<file path="src/rtl/dm_arb_pkg.sv">
// Shared types and default sizing for the data-memory dump arbiter.
// The state encoding here is shared by the top-level FSM and by anything that decodes it.
package dm_arb_pkg;

    typedef enum logic [1:0] {
        IDLE  = 2'd0,
        DRAIN = 2'd1,
        DUMP  = 2'd2,
        DONE  = 2'd3
    } arb_state_t;

    localparam int WORD_BYTES_DEF = 8;
    localparam int DUMP_WORDS_DEF = 64;

    // The pointer is at least one bit wide so that a single-word dump still has a register.
    function automatic int ptr_width(input int words);
        return (words > 1) ? $clog2(words) : 1;
    endfunction

endpackage

</file>
<file path="src/rtl/dm_dump_counter.sv">
// Dump word pointer: clears to 0, increments when enabled, holds at DUMP_WORDS-1 (no wrap).
// Zero latency on last (decoded from the register); no backpressure.
module dm_dump_counter
    import dm_arb_pkg::*;
#(
    parameter int DUMP_WORDS = DUMP_WORDS_DEF,
    localparam int PW        = ptr_width(DUMP_WORDS)
) (
    input  logic          CLOCK_50,
    input  logic          reset,
    input  logic          clr,
    input  logic          en,
    output logic [PW-1:0] ptr,
    output logic          last
);

    assign last = (ptr == PW'(DUMP_WORDS - 1));

    always_ff @(posedge CLOCK_50 or negedge reset) begin
        if (!reset) begin
            ptr <= '0;
        end else if (clr) begin
            ptr <= '0;
        end else if (en && !last) begin
            ptr <= ptr + 1'b1;
        end
    end

endmodule

</file>
<file path="src/rtl/dm_dump_arbiter.sv">
// Shares the data-memory port between the MEM stage and a dump sequencer that streams DUMP_WORDS words.
// Dump starts two cycles after a dump rise; the CPU is stalled DUMP_WORDS+1 cycles, the stream cannot be backpressured.
module dm_dump_arbiter
    import dm_arb_pkg::*;
#(
    parameter int N          = 64,
    parameter int DUMP_WORDS = DUMP_WORDS_DEF,
    parameter int WORD_BYTES = WORD_BYTES_DEF
) (
    input  logic         CLOCK_50,
    input  logic         reset,
    input  logic         cpu_memRead,
    input  logic         cpu_memWrite,
    input  logic [N-1:0] cpu_addr,
    input  logic [N-1:0] cpu_writeData,
    output logic [N-1:0] cpu_readData,
    output logic         cpu_stall,
    input  logic         dump,
    output logic         dump_valid,
    output logic [N-1:0] dump_addr,
    output logic [N-1:0] dump_data,
    output logic         dump_done,
    output logic [N-1:0] DM_addr,
    output logic [N-1:0] DM_writeData,
    output logic         DM_writeEnable,
    input  logic [N-1:0] DM_readData
);

    localparam int PW = ptr_width(DUMP_WORDS);

    arb_state_t    state_q;
    arb_state_t    state_d;
    logic          dump_q;
    logic          rise;
    logic          ptr_clr;
    logic          ptr_en;
    logic          ptr_last;
    logic [PW-1:0] ptr;
    logic [N-1:0]  ptr_addr;

    // Data memory reads are combinational, so the read strobe carries no information here.
    logic unused_mem_read;
    assign unused_mem_read = cpu_memRead;

    assign rise = dump & ~dump_q;

    always_ff @(posedge CLOCK_50 or negedge reset) begin
        if (!reset) begin
            state_q <= IDLE;
            dump_q  <= 1'b0;
        end else begin
            state_q <= state_d;
            dump_q  <= dump;
        end
    end

    always_comb begin
        state_d = state_q;
        case (state_q)
            IDLE:    if (rise) state_d = DRAIN;
            DRAIN:   state_d = DUMP;
            DUMP:    if (ptr_last) state_d = DONE;
            DONE:    state_d = IDLE;
            default: state_d = IDLE;
        endcase
    end

    // Pointer sits at 0 everywhere outside DUMP, so the first dump cycle always addresses word 0.
    assign ptr_clr = (state_q != DUMP);
    assign ptr_en  = (state_q == DUMP);

    dm_dump_counter #(
        .DUMP_WORDS (DUMP_WORDS)
    ) u_counter (
        .CLOCK_50 (CLOCK_50),
        .reset    (reset),
        .clr      (ptr_clr),
        .en       (ptr_en),
        .ptr      (ptr),
        .last     (ptr_last)
    );

    assign ptr_addr = N'(ptr) * N'(WORD_BYTES);

    assign cpu_stall  = (state_q == DRAIN) || (state_q == DUMP);
    assign dump_valid = (state_q == DUMP);
    assign dump_done  = (state_q == DONE);

    always_comb begin
        DM_addr        = cpu_addr;
        DM_writeData   = cpu_writeData;
        DM_writeEnable = cpu_memWrite;
        cpu_readData   = DM_readData;
        dump_addr      = '0;
        dump_data      = '0;
        case (state_q)
            DRAIN: begin
                DM_writeEnable = 1'b0;
            end
            DUMP: begin
                DM_addr        = ptr_addr;
                DM_writeData   = '0;
                DM_writeEnable = 1'b0;
                cpu_readData   = '0;
                dump_addr      = ptr_addr;
                dump_data      = DM_readData;
            end
            default: ;
        endcase
    end

endmodule

</file>
<file path="config.mk">
export PLATFORM = sky130hd
export DESIGN_NAME = dm_dump_arbiter
export DESIGN_NICKNAME = d
export VERILOG_FILES = /design/src/rtl/dm_arb_pkg.sv /design/src/rtl/dm_dump_counter.sv /design/src/rtl/dm_dump_arbiter.sv
export SDC_FILE = /design/constraint.sdc
export NUM_CORES = 1
export LEC_CHECK = 0
export CORE_AREA = 2 2 200 202
export DETAILED_ROUTE_END_ITERATION = 8
export DIE_AREA = 0 0 202 204
export GPL_TIMING_DRIVEN = 0
export HOLD_SLACK_MARGIN = 0.08
export PLACE_DENSITY = 0.35
export SLEW_MARGIN = 20
export SYNTH_ARGS = -nofsm -noshare
export SYNTH_HDL_FRONTEND = slang
export SYNTH_SLANG_ARGS = --single-unit
</file>
<file path="constraint.sdc">
create_clock -name CLOCK_50 -period 1.6 [get_ports CLOCK_50]
set_input_delay 0.24 -clock CLOCK_50 [delete_from_list [all_inputs] [get_ports CLOCK_50]]
set_output_delay 0.24 -clock CLOCK_50 [all_outputs]
set_load 0.005 [all_outputs]
</file>
==> results of run 1 <==
logic make-up (layout without fill, tap and decap cells):
group                    after synthesis  after routing  share of synthesized area [%]
AND/OR/NAND/NOR                      270            270                           62.5
flip-flops                             9              9                           8.34
AO/OA/AOI/OAI                         18             18                           4.96
buffers and inverters                 92            609                           21.0
other                                  1             60                          0.139
adder cells (fa/ha/maj)                5              5                           2.32
XOR/XNOR                               1              1                          0.324
multiplexers                           1              1                          0.417
layer usage:
layer	vias to the layer above	global-route usage [%]	part of all wire (%)
met2	306	22.3	54
met4	0	2.02	0.66
met3	6	3.75	9.4
met1	2120	12.0	36
li1	2244	-	-
met5	-	0	0
path summary, 6_finish.rpt:
| kind | startpoint | end | slack (ps) | depth (start not counted) |
|---|---|---|---|---|
| setup reg to reg | state_q[1] | state_q[1] | -120 | 6 |
| max in group asynchronous | reset | state_q[1] | 940 | 1 |
| min in group CLOCK_50 | dump | dump_q | 480 | 1 |
| setup / recovery | state_q[1] | DM_writeData[15] | -360 | 7 |
| hold / removal | reset | dump_q | 320 | 1 |
| hold reg to reg | u_counter.ptr[0] | u_counter.ptr[0] | 650 | 2 |
cell type report:
cell class	count	area, sq um
multi-input cells	353	2980
fillers	4293	29400
inverters	4	25.0
plain buffers	87	1080
repair buffers	514	4720
well taps	525	657
clock inverters	1	5.00
flip-flops and latches	9	226
clock buffers	3	75.1
diodes	2	5.00
power by group:
group	internal [mW]	total (mW)	switching, mW
Clock	0.330	0.448	0.118
Combinational	0.849	1.14	0.290
Sequential	0.230	0.230	0.000321
state kept, by name, summed over array words and instances, names as in the netlist:
signal         flops
state_q            2
u_counter.ptr      6
dump_q             1
what timing repair did:
action	CTS	global route
gates cloned	20	5
pin swaps	2	2
setup endpoints to repair	273	270
gates resized for setup	1333	220
endpoints found under the hold margin	0	0
setup buffers	24	7
layout by cell type, fill, tap and decap left out, drive strengths merged, types with 4 or more instances in the layout:
cell | Yosys | routed
buf | 62 | 374
dfrtp | 9 | 9
inv | 4 | 4
a21o | 6 | 6
clkbuf | 26 | 34
and2 | 69 | 69
conb | 1 | 58
ha | 5 | 5
nor2b | 187 | 187
clkdlybuf4s50 | 0 | 195
==> run_results.csv, run 1 <==
group,metric,value,unit
clocking,clockBufferDepth,2,
power,power,1.82,mW
route,routedWlPerCell,17.3,um
route,drc,0,
critical_path,criticalPathCategory,"flop to primary output",
route,ant_nets,0,
global_route,grt_start_max_net_pins,11,
critical_path,end_kind,"primary output",
job,maxCapViolations,0,
synthesis,synth-edff-count,0,
layout,stdcell_area,9770,sq um
timing,finalCriticalPeriod,1960,ps
clocking,clock-sinks,9,
synthesis,yosys_warnings,0,
floorplanning,initial_core_util,6.89,%
route,routed_wl,25900,um
layout,final_core_util,24.9,%
hold_path,holdCritPathClass,"input pin to asynchronous set/reset pin",
synthesis,syn_area_per_cell,6.80,sq um
global_route,grt_pass1_vias,4789,
floorplanning,num_io_pins,521,
route,drt_pass1_iterations,4,
timing,setup_slack,-360,ps
synthesis,synth_area_leader_cell,"nor2b_1",
placed_design,place_hpwl,21300,um
synthesis,async_flop_share,100,%
synthesis,yosysMostFrequentCell,"nor2b_1",
critical_path,worst_path_largest_cell_delay,430,ps
timing,setup_viol,263,
synthesis,yosysTopAreaCellShare,43.3,%
route,drt_iter0_drc,113,
floorplanning,dieArea,41200,sq um
clocking,clk_pin_slew,40,ps
global_route,grt_overflow,0,
synthesis,synth_area_leaders,"nor2b_1, buf_4, and2_1, dfrtp_1, clkbuf_1",
placed_design,port_buffers,461,
floorplanning,die_w,202,um
synthesis,synth_seq_cells,9,
synthesis,synth_cells,397,
critical_path,critPathTopFamily,"buffers and inverters",
placed_design,dp_slack,-1360,ps
clocking,cts_tree,"done",
placed_design,placed_cells,1440,
floorplanning,coreArea,39200,sq um
clocking,insertion_delay,240,ps
timing,finalHoldViolations,0,
timing,finClkSkew,4.92,ps
timing,rsz0062_at_grt,"yes",
critical_path,required,1360,ps
synthesis,synth_flop_cell,"dfrtp_1",
clocking,ctsRootBufferMaster,"clkbuf_16",
power,vdd_drop_max,0.218,mV
route,num_vias,4676,
layout,final_layout_size_suffix_gt1_share,59.4,%
timing,slew_violations,0,
floorplanning,die_h,204,um
placed_design,routabilityCongestion,0.735,
synthesis,yosysSeqAreaShare,8.34,%
critical_path,critPathBufInv,5,
critical_path,arrival,1720,ps
power,power.density,186,nW/um^2
layout,synthToLayoutAreaGrowth,262,%
timing,min_period_over_period,123,%
clocking,htreeDepth,1,
critical_path,cp_max_fo,7,
global_route,antenna_found_initial,3,
global_route,grt_util_all_layers,11.4,%
placed_design,dpl-instance-area,8190,sq um
clocking,ctsHoldBuffers,0,
timing,hold_ws,321,ps
floorplanning,rows,73,
clocking,numCtsBuffers,3,
synthesis,syn_area,2700,sq um
timing,fmax,510,MHz
layout,layoutNonFillerInstCount,1498,
synthesis,synth_cell_types,30,
global_route,grt_pass1_wl,34600,um
synthesis,yosys-top-cells-count,"nor2b_1, and2_1, buf_4",
power,p_leak,4.88,nW
critical_path,cp_slowest_cell,"dfrtp_2",
run_status,status,"finished with violations",
critical_path,cp_cell_sequence,"ha_4 > buf_12 > buf_12 > clkbuf_16 > clkbuf_16 > nor2b_4 > buf_2",
timing,setup_tns,-63720,ps
route,vias_per_cell,3.12,
critical_path,critPathLaunchType,"flop",
layout,final_nets,1174,
run_status,violations,"negative setup slack",
No activity file was read; power rests on OpenSTA's default activity.
==> inputs of run 2 (changes only) <==
--- a/config.mk
+++ b/config.mk
@@ -11,6 +11,7 @@
 export GPL_TIMING_DRIVEN = 0
 export HOLD_SLACK_MARGIN = 0.08
 export PLACE_DENSITY = 0.35
+export RECOVER_POWER = 25
 export SLEW_MARGIN = 20
 export SYNTH_ARGS = -nofsm -noshare
 export SYNTH_HDL_FRONTEND = slang
==> run 2 against run 1 <==
Effect of this change: the run still ends with negative setup slack left; first-iteration DRC count did not move; total power barely moved; clock power barely moved; count of clock-buffer cells in the layout did not move; sequential share of layout area did not move.
==> run_results.csv, run 2 (synthesis results as in run 1) <==
group,metric,value,unit
timing,finalCriticalPeriod,1960,ps
route,drc,0,
timing,rsz0062_at_grt,"yes",
power,power.density,186,nW/um^2
route,ant_nets,0,
clocking,numCtsBuffers,3,
critical_path,end_kind,"primary output",
layout,fill_cells,4293,
layout,final_nets,1174,
layout,ff_latch_area,226,sq um
route,routedWlPerCell,17.3,um
route,num_vias,4676,
floorplanning,rows,73,
critical_path,crit_start,"state_q[1]",
power,vdd_drop_max,0.218,mV
critical_path,endpoint,"DM_writeData[15]",
timing,setup_slack,-360,ps
run_status,status,"finished with violations",
power,p_int,1.41,mW
critical_path,critPathLaunchType,"flop",
critical_path,cp_slowest_cell,"dfrtp_2",
layout,synthToLayoutAreaGrowth,262,%
timing,hold_ws,391,ps
global_route,grt_pass1_wl,34600,um
floorplanning,coreArea,39200,sq um
clocking,htreeDepth,1,
layout,largest_reg_flops,6,
floorplanning,die_w,202,um
timing,finalHoldViolations,0,
clocking,insertion_delay,240,ps
critical_path,r2r_end,"state_q[1]",
global_route,grt_overflow,0,
critical_path,r2r_slack,-120,ps
placed_design,routabilityCongestion,0.735,
layout,layoutNonFillerInstCount,1498,
clocking,cts_tree,"done",
hold_path,holdCritPathClass,"input pin to asynchronous set/reset pin",
floorplanning,initial_core_util,6.89,%
timing,setup_viol,263,
global_route,grt_start_max_net_pins,11,
critical_path,arrival,1720,ps
route,routed_wl,25900,um
critical_path,required,1360,ps
power,p_sw,409,uW
timing,finClkSkew,4.92,ps
critical_path,r2r_start,"state_q[1]",
layout,largest_register,"u_counter.ptr",
global_route,antenna_found_initial,3,
layout,multi_input_area,2980,sq um
layout,final_layout_size_suffix_gt1_share,59.4,%
clocking,ctsHoldBuffers,0,
placed_design,place_hpwl,21300,um
layout,final_common_cell,"clkdlybuf4s50_1",
critical_path,worst_path_largest_cell_delay,430,ps
clocking,clk_pin_slew,40,ps
placed_design,placed_cells,1440,
clocking,ctsRootBufferMaster,"clkbuf_16",
power,power,1.82,mW
floorplanning,num_io_pins,521,
route,drt_iter0_drc,113,
critical_path,rr_worst_depth,6,
layout,layout_common_cells,"clkdlybuf4s50_1, buf_2, buf_6",
global_route,grt_pass1_vias,4789,
global_route,grt_util_all_layers,11.4,%
floorplanning,die_h,204,um
power,netSwitchingFraction,22.5,%
layout,top_regs,"u_counter.ptr x6, state_q x2, dump_q x1",
power,p_seq_share,12.7,%
critical_path,criticalPathCategory,"flop to primary output",
route,drt_pass1_iterations,4,
floorplanning,dieArea,41200,sq um
power,clkPwrFrac,24.7,%
timing,min_period_over_period,123,%
clocking,clock-sinks,9,
route,vias_per_cell,3.12,
clocking,clockBufferDepth,2,
critical_path,cp_cell_sequence,"ha_4 > buf_12 > buf_12 > clkbuf_16 > clkbuf_16 > nor2b_4 > buf_2",
run_status,violations,"negative setup slack",
placed_design,port_buffers,461,
job,maxCapViolations,0,
critical_path,cp_max_fo,7,
power,p_comb_share,62.7,%
timing,fmax,510,MHz
timing,slew_violations,0,
power,p_leak,4.88,nW
[run 2: power by group through the flow]
| stage | Clock (mW) | Combinational, mW | Sequential (mW) |
|---|---|---|---|
| floorplan | 0 | 0.271 | 0.233 |
| global placement | 0 | 1.00 | 0.233 |
| detailed placement | 0 | 1.01 | 0.233 |
| CTS | 0.461 | 1.09 | 0.230 |
| global route | 0.476 | 1.21 | 0.230 |
| finish | 0.448 | 1.14 | 0.230 |
[run 2: how the worst min path moves through the flow]
| stage | from | endpoint | cells past startpoint | slack (ps) |
|---|---|---|---|---|
| 3_5_place_dp | state_q[1] | state_q[1] | 1 | 560 |
| 4_1_cts | reset | dump_q | 1 | 350 |
| 6_report | reset | dump_q | 1 | 390 |
| 5_1_grt | reset | dump_q | 1 | 410 |
| 2_1_floorplan | reset | dump_q | 0 | -60 |
| 3_3_place_gp | state_q[1] | state_q[1] | 1 | 550 |
[run 2: repair_timing]
action,CTS,global route
buffers inserted,24,7
endpoints found under the hold margin,0,0
pin swaps,2,2
gates resized for setup,1333,220
endpoints found under the setup margin,273,270
cloned,20,5
[run 2: metal layers]
layer | track usage (%) | vias to the layer above | share of wire, %
met5 | 0 | - | 0
met4 | 2.02 | 0 | 0.66
met3 | 3.75 | 6 | 9.4
met2 | 22.3 | 306 | 54
met1 | 12.0 | 2120 | 36
li1 | - | 2244 | -
[run 2: stage by stage]
step	TNS, ps	setup slack, ps	area [sq um]	util, %
final	-63700	-360	9770	24.9
after detailed placement	-252030	-1360	8190	20.9
after global routing	-80670	-424	9770	24.9
after CTS	-68550	-379	9130	23.3
after global placement	-246360	-1280	8190	20.9
after floorplan	-115	-1.15	2920	-
[run 2: layout make-up]
cell class	instances	area share, %
Timing Repair Buffer	514	48.3
Multi-Input combinational cell	353	30.5
Buffer	87	11.0
Tap cell	525	6.72
Sequential cell	9	2.32
Clock buffer	3	0.768
Inverter	4	0.256
Clock inverter	1	0.0512
Antenna cell	2	0.0512
[run 2: critical path, delay by kind of cell, from the launching register on]
kind                       cells  cell delay, ps
adders and majority gates      1             180
buffers and inverters          5             730
and+or+nand+nor                1             120
DFF                            1             430
==> inputs of run 3 (changes only) <==
--- a/config.mk
+++ b/config.mk
@@ -5,13 +5,15 @@
 export SDC_FILE = /design/constraint.sdc
 export NUM_CORES = 1
 export LEC_CHECK = 0
-export CORE_AREA = 2 2 200 202
+export CORE_AREA = 2 2 204 206
 export DETAILED_ROUTE_END_ITERATION = 8
-export DIE_AREA = 0 0 202 204
+export DIE_AREA = 0 0 206 208
+export DONT_BUFFER_PORTS = 1
 export GPL_TIMING_DRIVEN = 0
 export HOLD_SLACK_MARGIN = 0.08
-export PLACE_DENSITY = 0.35
+export PLACE_DENSITY = 0.3
 export RECOVER_POWER = 25
+export SKIP_LAST_GASP = 1
 export SLEW_MARGIN = 20
 export SYNTH_ARGS = -nofsm -noshare
 export SYNTH_HDL_FRONTEND = slang
==> run 3 against run 2 <==
Effect of this change: the flow still finishes with violations (negative setup slack); total power fell by 38%; utilization fell by 11 points; critical endpoint is now DM_addr[27]; critical path depth did not move.
==> run_results.csv, run 3 (synthesis results as in run 1) <==
group,metric,value,unit
run_status,status,"finished with violations",
run_status,violations,"negative setup slack",
layout,layout_common_cells,"nor2b_4, buf_4, conb_1",
power,vdd_drop_max,0.196,mV
timing,slew_violations,0,
route,drt_iter0_drc,95,
layout,top_regs,"u_counter.ptr x6, state_q x2, dump_q x1",
route,ant_nets,0,
clocking,ctsRootBufferMaster,"clkbuf_16",
floorplanning,rows,74,
clocking,clk_pin_slew,40,ps
floorplanning,initial_core_util,6.66,%
floorplanning,coreArea,40600,sq um
placed_design,port_buffers,0,
power,p_leak,2.51,nW
critical_path,cp_max_fo,6,
global_route,grt_util_all_layers,9.61,%
floorplanning,die_w,206,um
clocking,numCtsBuffers,3,
clocking,insertion_delay,230,ps
clocking,cts_tree,"done",
route,met1_length,7710,um
layout,final_layout_size_suffix_gt1_share,68.8,%
route,met2_length,13500,um
layout,fill_cells,4539,
layout,largest_register,"u_counter.ptr",
route,drc,0,
critical_path,arrival,1610,ps
route,routedWlPerCell,22.4,um
timing,setup_viol,262,
clocking,clock-sinks,9,
critical_path,criticalPathCategory,"flop to primary output",
critical_path,critPathLaunchType,"flop",
layout,synthToLayoutAreaGrowth,112,%
timing,finalHoldViolations,0,
route,wl_met3,1560,um
power,power,1.13,mW
timing,min_period_over_period,115,%
global_route,grt_overflow,0,
floorplanning,die_h,208,um
global_route,antenna_found_initial,2,
route,num_vias,2988,
placed_design,place_hpwl,18900,um
timing,finClkSkew,3.17,ps
timing,setup_tns,-39250,ps
layout,multi_input_area,3170,sq um
layout,final_common_cell,"nor2b_4",
route,maxUsedRoutingLayer,"met4",
route,vias_per_cell,2.92,
layout,ff_latch_area,225,sq um
global_route,grt_pass1_wl,27700,um
job,maxCapViolations,0,
hold_path,holdCritPathClass,"input pin to flop",
timing,rsz0062_at_grt,"yes",
floorplanning,num_io_pins,521,
placed_design,routabilityCongestion,0.803,
timing,finalCriticalPeriod,1850,ps
critical_path,required,1360,ps
global_route,grt_pass1_vias,3056,
layout,final_core_util,14.1,%
power,power.density,197,nW/um^2
global_route,grt_start_max_net_pins,13,
critical_path,end_kind,"primary output",
layout,final_nets,694,
route,drt_pass1_iterations,4,
timing,setup_slack,-246,ps
layout,largest_reg_flops,6,
placed_design,dp_slack,-1100,ps
clocking,htreeDepth,1,
clocking,clockBufferDepth,2,
floorplanning,dieArea,42800,sq um
route,routed_wl,22900,um
timing,fmax,542,MHz
## run 3: cell types whose count changed in the layout (fill, tap and decap cells not counted), sizes merged
cell	before	now
bufbuf	0	1
buf	374	89
clkbuf	34	33
clkinv	1	0
clkdlybuf4s50	193	0
dlymetal6s2s	1	0
## run 3: metrics by stage
stage	area (sq um)	std cells	hold WS, ps
final	5740	1025	254
after global routing	5730	1023	270
after CTS	5270	1015	252
after detailed placement	3580	986	-55.4
after global placement	3580	986	-55.3
after floorplan	2920	454	-55.6
## run 3: where the power goes
group / switching, mW / internal, mW
combinational: 0.144 / 0.311
clock: 0.112 / 0.333
sequential: 0.000329 / 0.230
## run 3: final cells by class
cell class	count	area share [%]
Antenna cell	2	0.0873
Buffer	88	18.3
Clock buffer	4	1.37
Inverter	4	0.393
Multi-Input combinational cell	353	55.3
Sequential cell	9	3.93
Tap cell	532	11.6
Timing Repair Buffer	33	9.01
## run 3: final timing paths
| kind | start | end | slack, ps | cells after the start |
|---|---|---|---|---|
| setup / recovery | state_q[0] | DM_addr[27] | -250 | 7 |
| hold / removal | dump | state_q[0] | 250 | 3 |
| setup reg to reg | state_q[0] | state_q[1] | -170 | 6 |
| hold reg to reg | u_counter.ptr[2] | u_counter.ptr[2] | 620 | 1 |
| max in group asynchronous | reset | u_counter.ptr[5] | 890 | 1 |
| min in group asynchronous | reset | state_q[1] | 390 | 1 |
## run 3: metal layers
metal  track usage (%)  vias up
met2              20.7      318
li1                  -     1276
met5                 0        -
met4             0.813        0
met3              1.52       10
met1              9.59     1384
## run 3: timing repair
| action | in CTS | in global routing |
|---|---|---|
| hold endpoints to repair | 10 | 0 |
| resized for setup | 360 | 109 |
| cloned | 14 | 5 |
| setup endpoints to repair | 271 | 268 |
| pin swaps | 4 | 4 |
| hold buffers | 2 | 0 |
| buffers inserted | 9 | 3 |
## run 3: worst max-delay path, stage by stage, from the launching register on
cell       delay (ps)
dfrtp_1           370
inv_2              60
ha_4              180
buf_12            150
buf_12            130
buf_16            140
clkbuf_16         170
nor2b_4           150
